## src/rtl/sd_spi_pkg.sv

```systemverilog
// ----------------------------------------------------------------------------
// sd_spi_pkg
// Shared definitions for the SD-pad APB controller:
//   - word-index offsets (paddr[7:2]) of the APB registers
//   - STAT bit positions
//   - shift-engine FSM state encoding
//   - helper that clamps a requested transfer length to the engine maximum
// ----------------------------------------------------------------------------
package sd_spi_pkg;

    // Register word indices (byte address >> 2)
    localparam logic [5:0] REG_OUT  = 6'h10;  // 0x40
    localparam logic [5:0] REG_DIR  = 6'h11;  // 0x44
    localparam logic [5:0] REG_PIN  = 6'h12;  // 0x48
    localparam logic [5:0] REG_DATA = 6'h13;  // 0x4C
    localparam logic [5:0] REG_CNT  = 6'h14;  // 0x50
    localparam logic [5:0] REG_STAT = 6'h15;  // 0x54
    localparam logic [5:0] REG_DIV  = 6'h16;  // 0x58

    // STAT bit positions
    localparam int STAT_BUSY = 0;
    localparam int STAT_OVR  = 1;

    localparam logic [5:0] MAX_BITS = 6'd32;

    typedef enum logic [1:0] {
        ST_IDLE,
        ST_LOW,
        ST_HIGH,
        ST_DONE
    } spi_state_e;

    // Requested lengths above 32 are clamped to a full word.
    function automatic logic [5:0] clamp_bits(input logic [5:0] n);
        return (n > MAX_BITS) ? MAX_BITS : n;
    endfunction

endpackage

```

## src/rtl/spi_shift_engine.sv

```systemverilog
// ----------------------------------------------------------------------------
// spi_shift_engine
// SPI mode-0, MSB-first shift engine, 1..32 bits per transfer.
// Each bit is a LOW phase (mosi presented) followed by a HIGH phase (sck=1,
// miso sampled at the entry edge); each phase lasts DIV+1 clk cycles, with
// DIV latched at phase entry so a change only affects the following phase.
// Ports:
//   clk, reset      clock, asynchronous active-high reset
//   start           one-cycle request (only honoured while idle)
//   start_bits      transfer length, already clamped to 1..32
//   tx              transmit word (stable for the whole transfer)
//   div             half-period divider value
//   miso            raw miso pad level
//   busy            transfer in progress
//   sck, mosi       engine-driven pad values
//   finish          high during the DONE cycle (pads handed back next edge)
//   xfer_done       one-cycle pulse after completion
//   bits_left       remaining bit count (CNT register view)
//   rx              receive word
// ----------------------------------------------------------------------------
module spi_shift_engine
    import sd_spi_pkg::*;
(
    input  logic        clk,
    input  logic        reset,
    input  logic        start,
    input  logic [5:0]  start_bits,
    input  logic [31:0] tx,
    input  logic [7:0]  div,
    input  logic        miso,
    output logic        busy,
    output logic        sck,
    output logic        mosi,
    output logic        finish,
    output logic        xfer_done,
    output logic [5:0]  bits_left,
    output logic [31:0] rx
);

    spi_state_e  state_reg;
    logic [7:0]  div_cnt_reg;
    logic [7:0]  phase_div_reg;
    logic [5:0]  cnt_reg;
    logic [31:0] rx_reg;
    logic        sck_reg;
    logic        mosi_reg;
    logic        busy_reg;
    logic        done_reg;

    logic        phase_end;
    logic [4:0]  k_start;
    logic [4:0]  k_cur;
    logic [4:0]  k_next;

    assign phase_end = (div_cnt_reg == phase_div_reg);
    // Bit index k is always cnt-1: the count doubles as the MSB-first pointer.
    assign k_start   = 5'(start_bits - 6'd1);
    assign k_cur     = 5'(cnt_reg - 6'd1);
    assign k_next    = 5'(cnt_reg - 6'd2);

    always_ff @(posedge clk or posedge reset) begin
        if (reset) begin
            state_reg     <= ST_IDLE;
            div_cnt_reg   <= '0;
            phase_div_reg <= '0;
            cnt_reg       <= '0;
            rx_reg        <= '0;
            sck_reg       <= 1'b0;
            mosi_reg      <= 1'b0;
            busy_reg      <= 1'b0;
            done_reg      <= 1'b0;
        end else begin
            done_reg <= 1'b0;
            case (state_reg)
                ST_IDLE: begin
                    if (start) begin
                        state_reg     <= ST_LOW;
                        busy_reg      <= 1'b1;
                        cnt_reg       <= start_bits;
                        rx_reg        <= '0;
                        sck_reg       <= 1'b0;
                        mosi_reg      <= tx[k_start];
                        div_cnt_reg   <= '0;
                        phase_div_reg <= div;
                    end
                end
                ST_LOW: begin
                    if (phase_end) begin
                        state_reg     <= ST_HIGH;
                        sck_reg       <= 1'b1;
                        rx_reg[k_cur] <= miso;
                        div_cnt_reg   <= '0;
                        phase_div_reg <= div;
                    end else begin
                        div_cnt_reg <= div_cnt_reg + 8'd1;
                    end
                end
                ST_HIGH: begin
                    if (phase_end) begin
                        cnt_reg       <= cnt_reg - 6'd1;
                        sck_reg       <= 1'b0;
                        div_cnt_reg   <= '0;
                        phase_div_reg <= div;
                        if (cnt_reg == 6'd1) begin
                            state_reg <= ST_DONE;
                        end else begin
                            state_reg <= ST_LOW;
                            mosi_reg  <= tx[k_next];
                        end
                    end else begin
                        div_cnt_reg <= div_cnt_reg + 8'd1;
                    end
                end
                ST_DONE: begin
                    state_reg <= ST_IDLE;
                    busy_reg  <= 1'b0;
                    done_reg  <= 1'b1;
                end
                default: state_reg <= ST_IDLE;
            endcase
        end
    end

    assign busy      = busy_reg;
    assign sck       = sck_reg;
    assign mosi      = mosi_reg;
    assign finish    = (state_reg == ST_DONE);
    assign xfer_done = done_reg;
    assign bits_left = cnt_reg;
    assign rx        = rx_reg;

endmodule

```

## src/rtl/apb_sd_spi_ctrl.sv

```systemverilog
// ----------------------------------------------------------------------------
// apb_sd_spi_ctrl
// APB slave driving the six SD pads as GPIO plus a hardware SPI shifter.
// Pad bit order: 0 miso, 1 mosi, 2 sck, 3 cs, 4 d2, 5 d1.
// Ports:
//   clk, reset        APB clock, asynchronous active-high reset
//   apb_*             APB2 slave interface (zero wait states, pready tied 1)
//   pad_in            raw pad levels
//   pad_out, pad_oe   pad output values and enables (oe = DIR register)
//   xfer_done         one-cycle pulse when an SPI transfer completes
// ----------------------------------------------------------------------------
module apb_sd_spi_ctrl
    import sd_spi_pkg::*;
#(
    parameter int         NPAD    = 6,
    parameter logic [7:0] DIV_RST = 8'd4
) (
    input  logic            clk,
    input  logic            reset,
    input  logic [7:0]      apb_paddr,
    input  logic            apb_psel,
    input  logic            apb_penable,
    input  logic            apb_pwrite,
    input  logic [31:0]     apb_pwdata,
    output logic [31:0]     apb_prdata,
    output logic            apb_pready,
    input  logic [NPAD-1:0] pad_in,
    output logic [NPAD-1:0] pad_out,
    output logic [NPAD-1:0] pad_oe,
    output logic            xfer_done
);

    logic [NPAD-1:0] out_reg;
    logic [NPAD-1:0] dir_reg;
    logic [31:0]     tx_reg;
    logic [7:0]      div_reg;
    logic            ovr_reg;
    logic [NPAD-1:0] pin_meta_reg;
    logic [NPAD-1:0] pin_sync_reg;
    logic            access_d_reg;
    logic [31:0]     prdata_reg;

    logic [5:0]      reg_idx;
    logic            access;
    logic            wr_stb;
    logic            start;
    logic            busy;
    logic            eng_sck;
    logic            eng_mosi;
    logic            finish;
    logic [5:0]      bits_left;
    logic [31:0]     rx;
    logic [31:0]     rdata;
    logic            guarded_wr;
    logic            unused_addr;

    assign reg_idx     = apb_paddr[7:2];
    assign unused_addr = ^apb_paddr[1:0];
    assign access      = apb_psel & apb_penable;
    // One strobe per access even if penable is held for several cycles.
    assign wr_stb      = access & apb_pwrite & ~access_d_reg;
    assign start       = wr_stb && (reg_idx == REG_CNT) && !busy && (apb_pwdata[5:0] != 6'd0);
    assign guarded_wr  = wr_stb && busy &&
                         ((reg_idx == REG_DATA) || (reg_idx == REG_CNT) || (reg_idx == REG_DIV));

    spi_shift_engine u_engine (
        .clk        (clk),
        .reset      (reset),
        .start      (start),
        .start_bits (clamp_bits(apb_pwdata[5:0])),
        .tx         (tx_reg),
        .div        (div_reg),
        .miso       (pad_in[0]),
        .busy       (busy),
        .sck        (eng_sck),
        .mosi       (eng_mosi),
        .finish     (finish),
        .xfer_done  (xfer_done),
        .bits_left  (bits_left),
        .rx         (rx)
    );

    always_comb begin
        rdata = 32'hFFFF_FFFF;
        case (reg_idx)
            REG_OUT:  rdata = 32'(out_reg);
            REG_DIR:  rdata = 32'(dir_reg);
            REG_PIN:  rdata = 32'(pin_sync_reg);
            REG_DATA: rdata = rx;
            REG_CNT:  rdata = 32'(bits_left);
            REG_STAT: rdata = 32'({ovr_reg, busy});
            REG_DIV:  rdata = 32'(div_reg);
            default:  rdata = 32'hFFFF_FFFF;
        endcase
    end

    always_ff @(posedge clk or posedge reset) begin
        if (reset) begin
            out_reg      <= '0;
            dir_reg      <= '0;
            tx_reg       <= '0;
            div_reg      <= DIV_RST;
            ovr_reg      <= 1'b0;
            pin_meta_reg <= '0;
            pin_sync_reg <= '0;
            access_d_reg <= 1'b0;
            prdata_reg   <= 32'hFFFF_FFFF;
        end else begin
            access_d_reg <= access;
            pin_meta_reg <= pad_in;
            pin_sync_reg <= pin_meta_reg;

            // Read data is captured in the setup phase so it is stable for access.
            if (apb_psel && !apb_penable) begin
                prdata_reg <= rdata;
            end

            if (wr_stb) begin
                case (reg_idx)
                    REG_OUT:  out_reg <= apb_pwdata[NPAD-1:0];
                    REG_DIR:  dir_reg <= apb_pwdata[NPAD-1:0];
                    REG_DATA: if (!busy) tx_reg <= apb_pwdata;
                    REG_DIV:  if (!busy) div_reg <= apb_pwdata[7:0];
                    default:  ;
                endcase
            end

            // Hand the engine's final levels back to OUT on the same edge busy
            // drops, so mosi/sck do not glitch when the mux switches over.
            if (finish) begin
                out_reg[2:1] <= {eng_sck, eng_mosi};
            end

            if (wr_stb && (reg_idx == REG_STAT) && apb_pwdata[STAT_OVR]) begin
                ovr_reg <= 1'b0;
            end else if (guarded_wr) begin
                ovr_reg <= 1'b1;
            end
        end
    end

    for (genvar gi = 0; gi < NPAD; gi++) begin : g_pad
        if (gi == 1) begin : g_mosi
            assign pad_out[gi] = busy ? eng_mosi : out_reg[gi];
        end else if (gi == 2) begin : g_sck
            assign pad_out[gi] = busy ? eng_sck : out_reg[gi];
        end else begin : g_gpio
            assign pad_out[gi] = out_reg[gi];
        end
    end

    assign pad_oe     = dir_reg;
    assign apb_prdata = prdata_reg;
    assign apb_pready = 1'b1;

endmodule

```

## config.mk

```make
export PLATFORM = sky130hd
export DESIGN_NAME = apb_sd_spi_ctrl
export DESIGN_NICKNAME = d
export VERILOG_FILES = /design/src/rtl/sd_spi_pkg.sv /design/src/rtl/spi_shift_engine.sv /design/src/rtl/apb_sd_spi_ctrl.sv
export SDC_FILE = /design/constraint.sdc
export NUM_CORES = 1
export LEC_CHECK = 0
export CAP_MARGIN = 20
export CORE_MARGIN = 3
export CORE_UTILIZATION = 58
export CTS_BUF_LIST = sky130_fd_sc_hd__clkbuf_4
export CTS_CLUSTER_DIAMETER = 50
export DETAILED_ROUTE_END_ITERATION = 7
export GPL_ROUTABILITY_DRIVEN = 0
export GPL_TIMING_DRIVEN = 1
export HOLD_SLACK_MARGIN = 0.12
export PLACE_DENSITY = 0.83
export SLEW_MARGIN = 20
export SYNTH_ARGS = -nofsm -noshare
export SYNTH_HDL_FRONTEND = slang
export SYNTH_SLANG_ARGS = --single-unit
```

## constraint.sdc

```tcl
create_clock -name clk -period 6.7 [get_ports clk]
set_input_delay 0.67 -clock clk [delete_from_list [all_inputs] [get_ports clk]]
set_output_delay 0.67 -clock clk [all_outputs]
set_load 0.02 [all_outputs]
```

==> results of run 1 <==
-- power breakdown --
part	internal, mW	switching, mW
registers	0.986	0.0123
logic	0.0790	0.0952
clock network	0.261	0.329
-- how the worst max path moves through the flow --
stage | startpoint | to | slack [ps]
2_1_floorplan | reset | access_d_reg$_DFF_PP0_ | 1820
3_3_place_gp | apb_pwdata[5] | u_engine.mosi$_DFFE_PP0P_ | 2580
3_5_place_dp | apb_pwdata[5] | u_engine.mosi$_DFFE_PP0P_ | 2460
4_1_cts | apb_pwdata[5] | u_engine.mosi$_DFFE_PP0P_ | 3070
5_1_grt | apb_pwdata[5] | u_engine.mosi$_DFFE_PP0P_ | 2740
6_report | apb_pwdata[5] | u_engine.mosi$_DFFE_PP0P_ | 2960
-- cells by family after synthesis --
| kind of cell | after synthesis | share of synthesized area |
|---|---|---|
| xor+xnor | 15 | 0.01871 |
| mux | 94 | 0.1408 |
| fa+ha+maj | 13 | 0.02027 |
| buf+inv | 59 | 0.03633 |
| other cells | 1 | 0.0004673 |
| flops | 158 | 0.4978 |
| compound gates | 209 | 0.1600 |
| simple gates | 211 | 0.1257 |
-- per-layer routing --
metal  up-vias  track usage
met1      3081       0.3477
met4         0      0.09343
met2       236       0.4258
met5         -            0
li1       2855            -
met3        33      0.04859
-- final cells by class --
class	count	area [um^2]	share of cell area
sequential	158	3995	0.4318
inverter	13	53.80	0.005815
clock buffer	19	142.6	0.01542
clock inverter	12	146.4	0.01582
tap	176	220.2	0.02380
multi-input combinational	543	3741	0.4043
timing repair buffer	96	953.4	0.1030
-- cells in the mapped netlist (all sizes together), types with 13 or more instances --
library cell / count / area [um^2]
buf: 22 / 143.9
nand2: 84 / 337.8
a21boi: 34 / 259.0
mux2: 62 / 698.2
ha: 13 / 162.7
clkbuf: 23 / 88.84
dfrtp: 125 / 3128
dfstp: 33 / 867.1
o21ai: 91 / 455.4
nor2: 66 / 247.7
inv: 13 / 48.79
a21oi: 36 / 183.9
mux2i: 24 / 240.2
-- worst max-delay path, stage by stage --
cell             delay, ps
clkdlybuf4s50_1        680
nor2b_1                770
inv_2                  360
ha_1                   450
nand2_1                 90
mux2i_1                320
a32o_1                 230
a221oi_1                50
a221oi_1               310
nor4_1                  90
o22a_1                 180
==> impl_metrics.py, run 1 <==
metrics = {
    "sta": {
        "slew_viol_final": 0,
        "fin_crit_ps": 3738,
        "setup_viol": 0,
        "final.setup.worst_slack_ps": 2962,
        "worst_pin_slew_ps": 1080,
        "hold_viol": 0,
        "fmax_ghz": 0.2675,
        "fin_worst_skew_ps": 16.18,
        "holdWs_ps": 362.7,
        "finalCritPeriodShare": 0.5579,
        "rsz0062_at_grt": "false",
        "slew_headroom": 0.2797,
        "fin_setup_tns_ps": 0,
    },
    "placement": {
        "io_buffer_count": 93,
        "hpwl_mm": 13.48,
        "dp.cells": 986,
        "post_dp_cell_area_um2": 8964,
        "dp_worst_setup_slack_ps": 2459,
    },
    "detailed_routing": {
        "dr.pass1.iters": 5,
        "wl_met2_mm": 9.530,
        "wl_met3_mm": 1.079,
        "top_layer": "met4",
        "routed_wl_mm": 18.88,
        "wl_per_cell_um": 18.56,
        "drc": 0,
        "met1_length_mm": 7.923,
        "ant_nets": 0,
        "vias": 6205,
        "viasPerCell": 6.101,
        "first_iter_violations": 579,
    },
    "yosys": {
        "synth_seq_area_share": 0.4978,
        "yosysWarnings": 0,
        "async_flop_share": 1.000,
        "synth_ff_type": "dfrtp_1",
        "syn-cell-area_um2": 8025,
        "synthCells": 760,
        "ys_seq_elements": 158,
        "avgSynthCellArea_um2": 10.56,
        "post_synth_num_cell_types": 66,
        "synth_edf_count": 0,
        "synth_fp_nets": 824,
    },
    "global_routing": {
        "grt_pass1_wl_mm": 30.94,
        "grt-ovfl-total": 0,
        "grt_pass1_vias": 6110,
        "grt_usage": 0.2597,
        "grt_max_degree": 91,
        "antenna_found_initial": 0,
    },
    "clocking": {
        "cts_max_path_buffers": 2,
        "clkTransAtPathRegs_ps": 130,
        "cts-root-buf": "clkbuf_4",
        "numCtsBuffers": 17,
        "cts_resized": 0,
        "clock_sinks": 158,
        "cts_setup_buffers": 0,
        "cts_tree": "yes",
        "clk_latency_ps": 570,
        "cts-htree-levels": 4,
        "holdBufCountCts": 0,
    },
    "floorplanning": {
        "core_um2": 13400,
        "die_h_um": 123.6,
        "fp.dieW_um": 123.6,
        "die_area_um2": 15280,
        "ios": 97,
        "initial_core_util": 0.5989,
        "rows": 42,
    },
    "hold_path": {
        "min_from": "pin_meta_reg[4]$_DFF_PP0_",
        "hold_path.class": "reg -> reg",
        "min_to": "pin_sync_reg[4]$_DFF_PP0_",
        "min_path_cells": 0,
    },
    "worst_setup_path": {
        "cp_max_fo": 17,
        "cp.required_ps": 7160,
        "r2r-end": "u_engine.rx[3]$_DFFE_PP0P_",
        "crit_type": "in -> reg",
        "cp.arrival_ps": 4200,
        "timing.rr.start": "u_engine.bits_left[1]$_DFFE_PP0P_",
        "crit_path_end_kind": "flop",
        "start_kind": "input pin",
        "rrSetupSlack_ps": 3450,
        "r2r_cells": 8,
    },
    "finish": {
        "finish.utilization": 0.6905,
        "final_cells": 1017,
        "layout_common_cells": "dfrtp_1 (125), clkdlybuf4s50_1 (93), o21ai_0 (91), nand2_1 (81), nor2_1 (66)",
        "num_antenna_cells": 0,
        "post_route_cells_drive_above_1_share": 0.1807,
        "fillerInstances": 1022,
        "finish.instance_area_um2": 9253,
        "nNetsFinal": 893,
        "mostFrequentLayoutCell": "dfrtp_1",
        "syn_to_final_growth_pct": 15.29,
    },
    "run": {
        "drv_cap": 0,
    },
    "pwr": {
        "power.total_mw": 1.762,
        "p_leak_nw": 3.976,
        "ir_worst_vdd_uv": 124.3,
        "power_density_nw_per_um2": 190.4,
    },
    "run_status": {
        "status": "finished clean",
    },
}
No activity file was read; power rests on OpenSTA's default activity.
==> run 2, diff against run 1 <==
==> constraint.sdc (replaced) <==
create_clock -name clk -period 3.7 [get_ports clk]
set_input_delay 0.37 -clock clk [delete_from_list [all_inputs] [get_ports clk]]
set_output_delay 0.37 -clock clk [all_outputs]
set_load 0.02 [all_outputs]
==> run 2 against run 1 <==
Wire length is essentially flat. Sequential power grew 81%. Cell area grew 0.96%. Power grew 78%. Clock skew grew 1.5 ps. Non-clock buffer count grew 12. Register-to-register slack lost 2700 ps. Clock power grew 70%. Global-route usage shrank 0.30 points. Flip-flop and latch count is the same.
==> impl_metrics.py, run 2 (synthesis results as in run 1) <==
metrics = {
    "finish": {
        "mostFrequentLayoutCell": "dfrtp_1",
        "layout_common_cells": "dfrtp_1 (125), clkdlybuf4s50_1 (93), o21ai_0 (91), nand2_1 (81), nor2_1 (66)",
        "nNetsFinal": 905,
        "syn_to_final_growth_pct": 16.40,
        "fillerInstances": 1017,
        "post_route_cells_drive_above_1_share": 0.1920,
    },
    "clocking": {
        "clkTransAtPathRegs_ps": 130,
        "cts-root-buf": "clkbuf_4",
        "clk_latency_ps": 590,
        "cts_max_path_buffers": 2,
        "cts_setup_buffers": 0,
        "cts_tree": "yes",
        "clock_sinks": 158,
        "holdBufCountCts": 0,
        "numCtsBuffers": 17,
        "cts_resized": 0,
        "cts-htree-levels": 4,
    },
    "detailed_routing": {
        "wl_per_cell_um": 18.29,
        "first_iter_violations": 568,
        "vias": 6264,
        "dr.pass1.iters": 6,
        "routed_wl_mm": 18.88,
        "drc": 0,
        "ant_nets": 0,
        "viasPerCell": 6.070,
    },
    "worst_setup_path": {
        "cp.required_ps": 4170,
        "cp_max_fo": 9,
        "crit_path_end_kind": "flop",
        "cp.arrival_ps": 3440,
        "start_kind": "flop",
        "crit_type": "reg -> reg",
    },
    "run_status": {
        "status": "finished clean",
    },
    "placement": {
        "io_buffer_count": 93,
        "hpwl_mm": 13.74,
    },
    "pwr": {
        "ir_worst_vdd_uv": 201.2,
        "power_density_nw_per_um2": 335.8,
        "power.total_mw": 3.137,
        "p_leak_nw": 4.030,
    },
    "floorplanning": {
        "fp.dieW_um": 123.6,
        "die_h_um": 123.6,
        "ios": 97,
        "initial_core_util": 0.5989,
        "rows": 42,
        "die_area_um2": 15280,
        "core_um2": 13400,
    },
    "global_routing": {
        "grt_pass1_wl_mm": 30.58,
        "grt_usage": 0.2567,
        "antenna_found_initial": 1,
        "grt-ovfl-total": 0,
        "grt_pass1_vias": 6396,
        "grt_max_degree": 68,
    },
    "sta": {
        "rsz0062_at_grt": "false",
        "setup_viol": 0,
        "hold_viol": 0,
        "fin_worst_skew_ps": 17.70,
        "worst_pin_slew_ps": 875.7,
        "fin_setup_tns_ps": 0,
        "slew_headroom": 0.4150,
        "finalCritPeriodShare": 0.8021,
        "fin_crit_ps": 2968,
        "fmax_ghz": 0.3369,
        "slew_viol_final": 0,
    },
    "run": {
        "drv_cap": 0,
    },
    "hold_path": {
        "hold_path.class": "in -> reg",
    },
}
==> run 2: cell count changes in the layout (fill, tap and decap cells not counted), sizes merged <==
cell and delta:
buf +12, bufinv -1, clkbuf +1, clkinv +2
diode +2, inv -1
==> run 2: worst paths after layout <==
kind | start | to | slack, ps | cells after the start
max in group asynchronous | reset | tx_reg[1]$_DFFE_PP0P_ | 2410 | 3
worst max register to register | u_engine.bits_left[2]$_DFFE_PP0P_ | u_engine.rx[0]$_DFFE_PP0P_ | 730 | 8
worst min-delay path | pad_in[2] | pin_meta_reg[2]$_DFF_PP0_ | 200 | 1
worst min register to register | pin_meta_reg[1]$_DFF_PP0_ | pin_sync_reg[1]$_DFF_PP0_ | 360 | 0
min in group asynchronous | reset | u_engine.rx[28]$_DFFE_PP0P_ | 300 | 2
worst max-delay path | u_engine.bits_left[2]$_DFFE_PP0P_ | u_engine.rx[0]$_DFFE_PP0P_ | 730 | 8
==> run 2: area by class of cell <==
class	count	area, um^2	share of cell area
flip-flops and latches	158	3995	0.4277
multi-input cells	543	3741	0.4005
repair buffers	108	1056	0.1130
well taps	176	220.2	0.02357
clock buffers	20	150.1	0.01607
clock inverters	12	121.4	0.01299
inverters	13	52.55	0.005626
diodes	2	5.005	0.0005358
==> run 2: routing by layer <==
layer / global-route usage / share of wire / vias to the layer above
met5: 0 / 0 / -
met4: 0.1024 / 0.028 / 0
met3: 0.04768 / 0.058 / 54
met2: 0.4329 / 0.50 / 254
met1: 0.3285 / 0.42 / 3083
li1: - / - / 2873
==> run 2: report_power, final <==
group	leakage [nW]	switching, mW	internal (mW)
registers	2.04	0.0220	1.79
clock network	0.141	0.590	0.415
logic	1.85	0.175	0.149
total	4.03	0.787	2.35
==> run 2: through the flow <==
| step | setup slack (ps) | util | hold WS (ps) | std cells | area, um^2 |
|---|---|---|---|---|---|
| after global placement | 636.5 | 0.6765 | 332.9 | 998 | 9065 |
| after CTS | 770.7 | 0.6967 | 175.9 | 1030 | 9336 |
| after global routing | 511.3 | 0.6969 | 182.4 | 1031 | 9339 |
| final | 732.1 | 0.6971 | 202.5 | 1032 | 9341 |
| after floorplan | 928.4 | - | 331.2 | 760 | 8029 |
| after detailed placement | 560.5 | 0.6765 | 335.5 | 998 | 9065 |
==> run 2: worst max-delay path: stages, from the launching register on <==
cell and delay, ps:
dfrtp_1 510, inv_1 180, ha_1 270, a21boi_0 580, xor2_1 390, nor3_1 430, a21boi_0 180, o21ai_0 200
o21ai_0 120
==> run 3, diff against run 2 <==
--- a/config.mk
+++ b/config.mk
@@ -7,14 +7,14 @@
 export LEC_CHECK = 0
 export CAP_MARGIN = 20
 export CORE_MARGIN = 3
-export CORE_UTILIZATION = 58
+export CORE_UTILIZATION = 52
 export CTS_BUF_LIST = sky130_fd_sc_hd__clkbuf_4
 export CTS_CLUSTER_DIAMETER = 50
 export DETAILED_ROUTE_END_ITERATION = 7
 export GPL_ROUTABILITY_DRIVEN = 0
 export GPL_TIMING_DRIVEN = 1
 export HOLD_SLACK_MARGIN = 0.12
-export PLACE_DENSITY = 0.83
+export PLACE_DENSITY = 0.78
 export SLEW_MARGIN = 20
 export SYNTH_ARGS = -nofsm -noshare
 export SYNTH_HDL_FRONTEND = slang
==> constraint.sdc (replaced) <==
create_clock -name clk -period 2.4 [get_ports clk]
set_input_delay 0.24 -clock clk [delete_from_list [all_inputs] [get_ports clk]]
set_output_delay 0.24 -clock clk [all_outputs]
set_load 0.02 [all_outputs]
==> run 3 against run 2 <==
The run now ends with setup timing left. Count of clock-buffer cells in the layout grew 3. Critical path type unchanged. Register-to-register slack worse by 770 ps. Via count increased by 5.6%. Largest power group unchanged. First-iteration DRC count up 11%. Worst hold slack got worse by 46 ps. Critical path depth is 3 higher. Final cell count is 6.6% higher. Critical endpoint is now u_engine.mosi$_DFFE_PP0P_. Utilization is 2.4 points lower. Highest routed layer unchanged.
==> impl_metrics.py, run 3 (synthesis results as in run 1) <==
metrics = {
    "detailed_routing": {
        "drc": 0,
        "wl_per_cell_um": 18.42,
        "vias": 6612,
        "routed_wl_mm": 20.27,
        "viasPerCell": 6.011,
        "first_iter_violations": 629,
        "dr.pass1.iters": 6,
        "ant_nets": 0,
    },
    "worst_setup_path": {
        "cp.required_ps": 2880,
        "start_kind": "flop",
        "cp_max_fo": 5,
        "r2r_cells": 11,
        "crit_path_end_kind": "flop",
        "crit_type": "reg -> reg",
        "cp.arrival_ps": 2920,
    },
    "sta": {
        "rsz0062_at_grt": "true",
        "worst_pin_slew_ps": 552.2,
        "final.setup.worst_slack_ps": -41.94,
        "slew_headroom": 0.6292,
        "holdWs_ps": 156.0,
        "setup_viol": 1,
        "fin_setup_tns_ps": -41.94,
        "fin_crit_ps": 2442,
        "finalCritPeriodShare": 1.017,
        "slew_viol_final": 0,
        "fin_worst_skew_ps": 17.32,
        "hold_viol": 0,
        "fmax_ghz": 0.4095,
    },
    "finish": {
        "final_cells": 1100,
        "post_route_cells_drive_above_1_share": 0.2576,
        "syn_to_final_growth_pct": 24.21,
        "finish.utilization": 0.6731,
        "finish.instance_area_um2": 9968,
        "nNetsFinal": 967,
        "num_antenna_cells": 0,
        "layout_common_cells": "dfrtp_1 (124), clkdlybuf4s50_1 (93), o21ai_0 (88), nand2_1 (81), buf_4 (65)",
        "mostFrequentLayoutCell": "dfrtp_1",
    },
    "floorplanning": {
        "initial_core_util": 0.5419,
        "fp.dieW_um": 130.2,
        "ios": 97,
        "rows": 44,
        "die_area_um2": 16960,
        "core_um2": 14810,
        "die_h_um": 130.2,
    },
    "clocking": {
        "cts_max_path_buffers": 2,
        "numCtsBuffers": 17,
        "clkTransAtPathRegs_ps": 130,
        "cts-htree-levels": 4,
        "clk_latency_ps": 570,
        "clock_sinks": 158,
        "cts-root-buf": "clkbuf_4",
        "cts_tree": "yes",
    },
    "pwr": {
        "power_density_nw_per_um2": 491.9,
        "p_leak_nw": 4.360,
        "ir_worst_vdd_uv": 306.5,
        "power.total_mw": 4.903,
    },
    "global_routing": {
        "grt-ovfl-total": 0,
        "antenna_found_initial": 0,
        "grt_pass1_vias": 6607,
        "grt_max_degree": 84,
        "grt_pass1_wl_mm": 32.81,
        "grt_usage": 0.2461,
    },
    "placement": {
        "dp_worst_setup_slack_ps": -360.3,
        "io_buffer_count": 93,
        "post_dp_cell_area_um2": 9567,
        "hpwl_mm": 14.88,
        "dp.cells": 1061,
    },
    "run": {
        "drv_cap": 0,
    },
    "run_status": {
        "status": "finished, violations left",
        "failed_checks": "setup timing",
    },
    "hold_path": {
        "hold_path.class": "in -> async",
    },
}
==> run 3: metal layers <==
layer | up-vias | wire length [um] | global-route usage
met5 | - | 0 | 0
met4 | 0 | 498 | 0.09413
met3 | 53 | 1130 | 0.04871
met2 | 282 | 10180 | 0.4110
met1 | 3278 | 8458 | 0.3179
li1 | 2999 | - | -
==> run 3: critical path: stages (launching register included) <==
cell and delay [ps]:
dfrtp_1 410, clkinvlp_4 120, ha_4 190, xor2_4 210, buf_4 140, buf_4 140
mux4_1 320, nand2_1 110, a31o_2 160, a211oi_2 60, or3_1 320, o22a_1 160
==> run 3: final timing paths <==
check	start	end	slack, ps
worst max-delay path	u_engine.bits_left[1]$_DFFE_PP0P_	u_engine.mosi$_DFFE_PP0P_	-40
worst min-delay path	reset	u_engine.rx[26]$_DFFE_PP0P_	160
worst max register to register	u_engine.bits_left[1]$_DFFE_PP0P_	u_engine.mosi$_DFFE_PP0P_	-40
worst min register to register	pin_meta_reg[3]$_DFF_PP0_	pin_sync_reg[3]$_DFF_PP0_	360
max in group asynchronous	reset	div_reg[2]$_DFFE_PP1P_	1860
min in group clk	pad_in[0]	pin_meta_reg[0]$_DFF_PP0_	250
==> run 3: timing repair <==
action	CTS	global route
buffers inserted	2	0
setup endpoints to repair	5	31
endpoints found under the hold margin	5	0
resized for setup	2	18
hold buffers	5	0
==> run 3: report_power, final <==
group	total (mW)	switching (mW)	internal (mW)
logic	0.554	0.285	0.269
registers	2.79	0.0367	2.75
clock network	1.56	0.885	0.675
==> run 3: layout make-up <==
cell class,count,area [um^2]
Multi-Input combinational cell,543,3815
Tap cell,184,230.2
Timing Repair Buffer,170,1600
Sequential cell,158,3996
Fill cell,1122,4841
Clock buffer,23,172.7
Inverter,13,56.30
Clock inverter,9,97.59
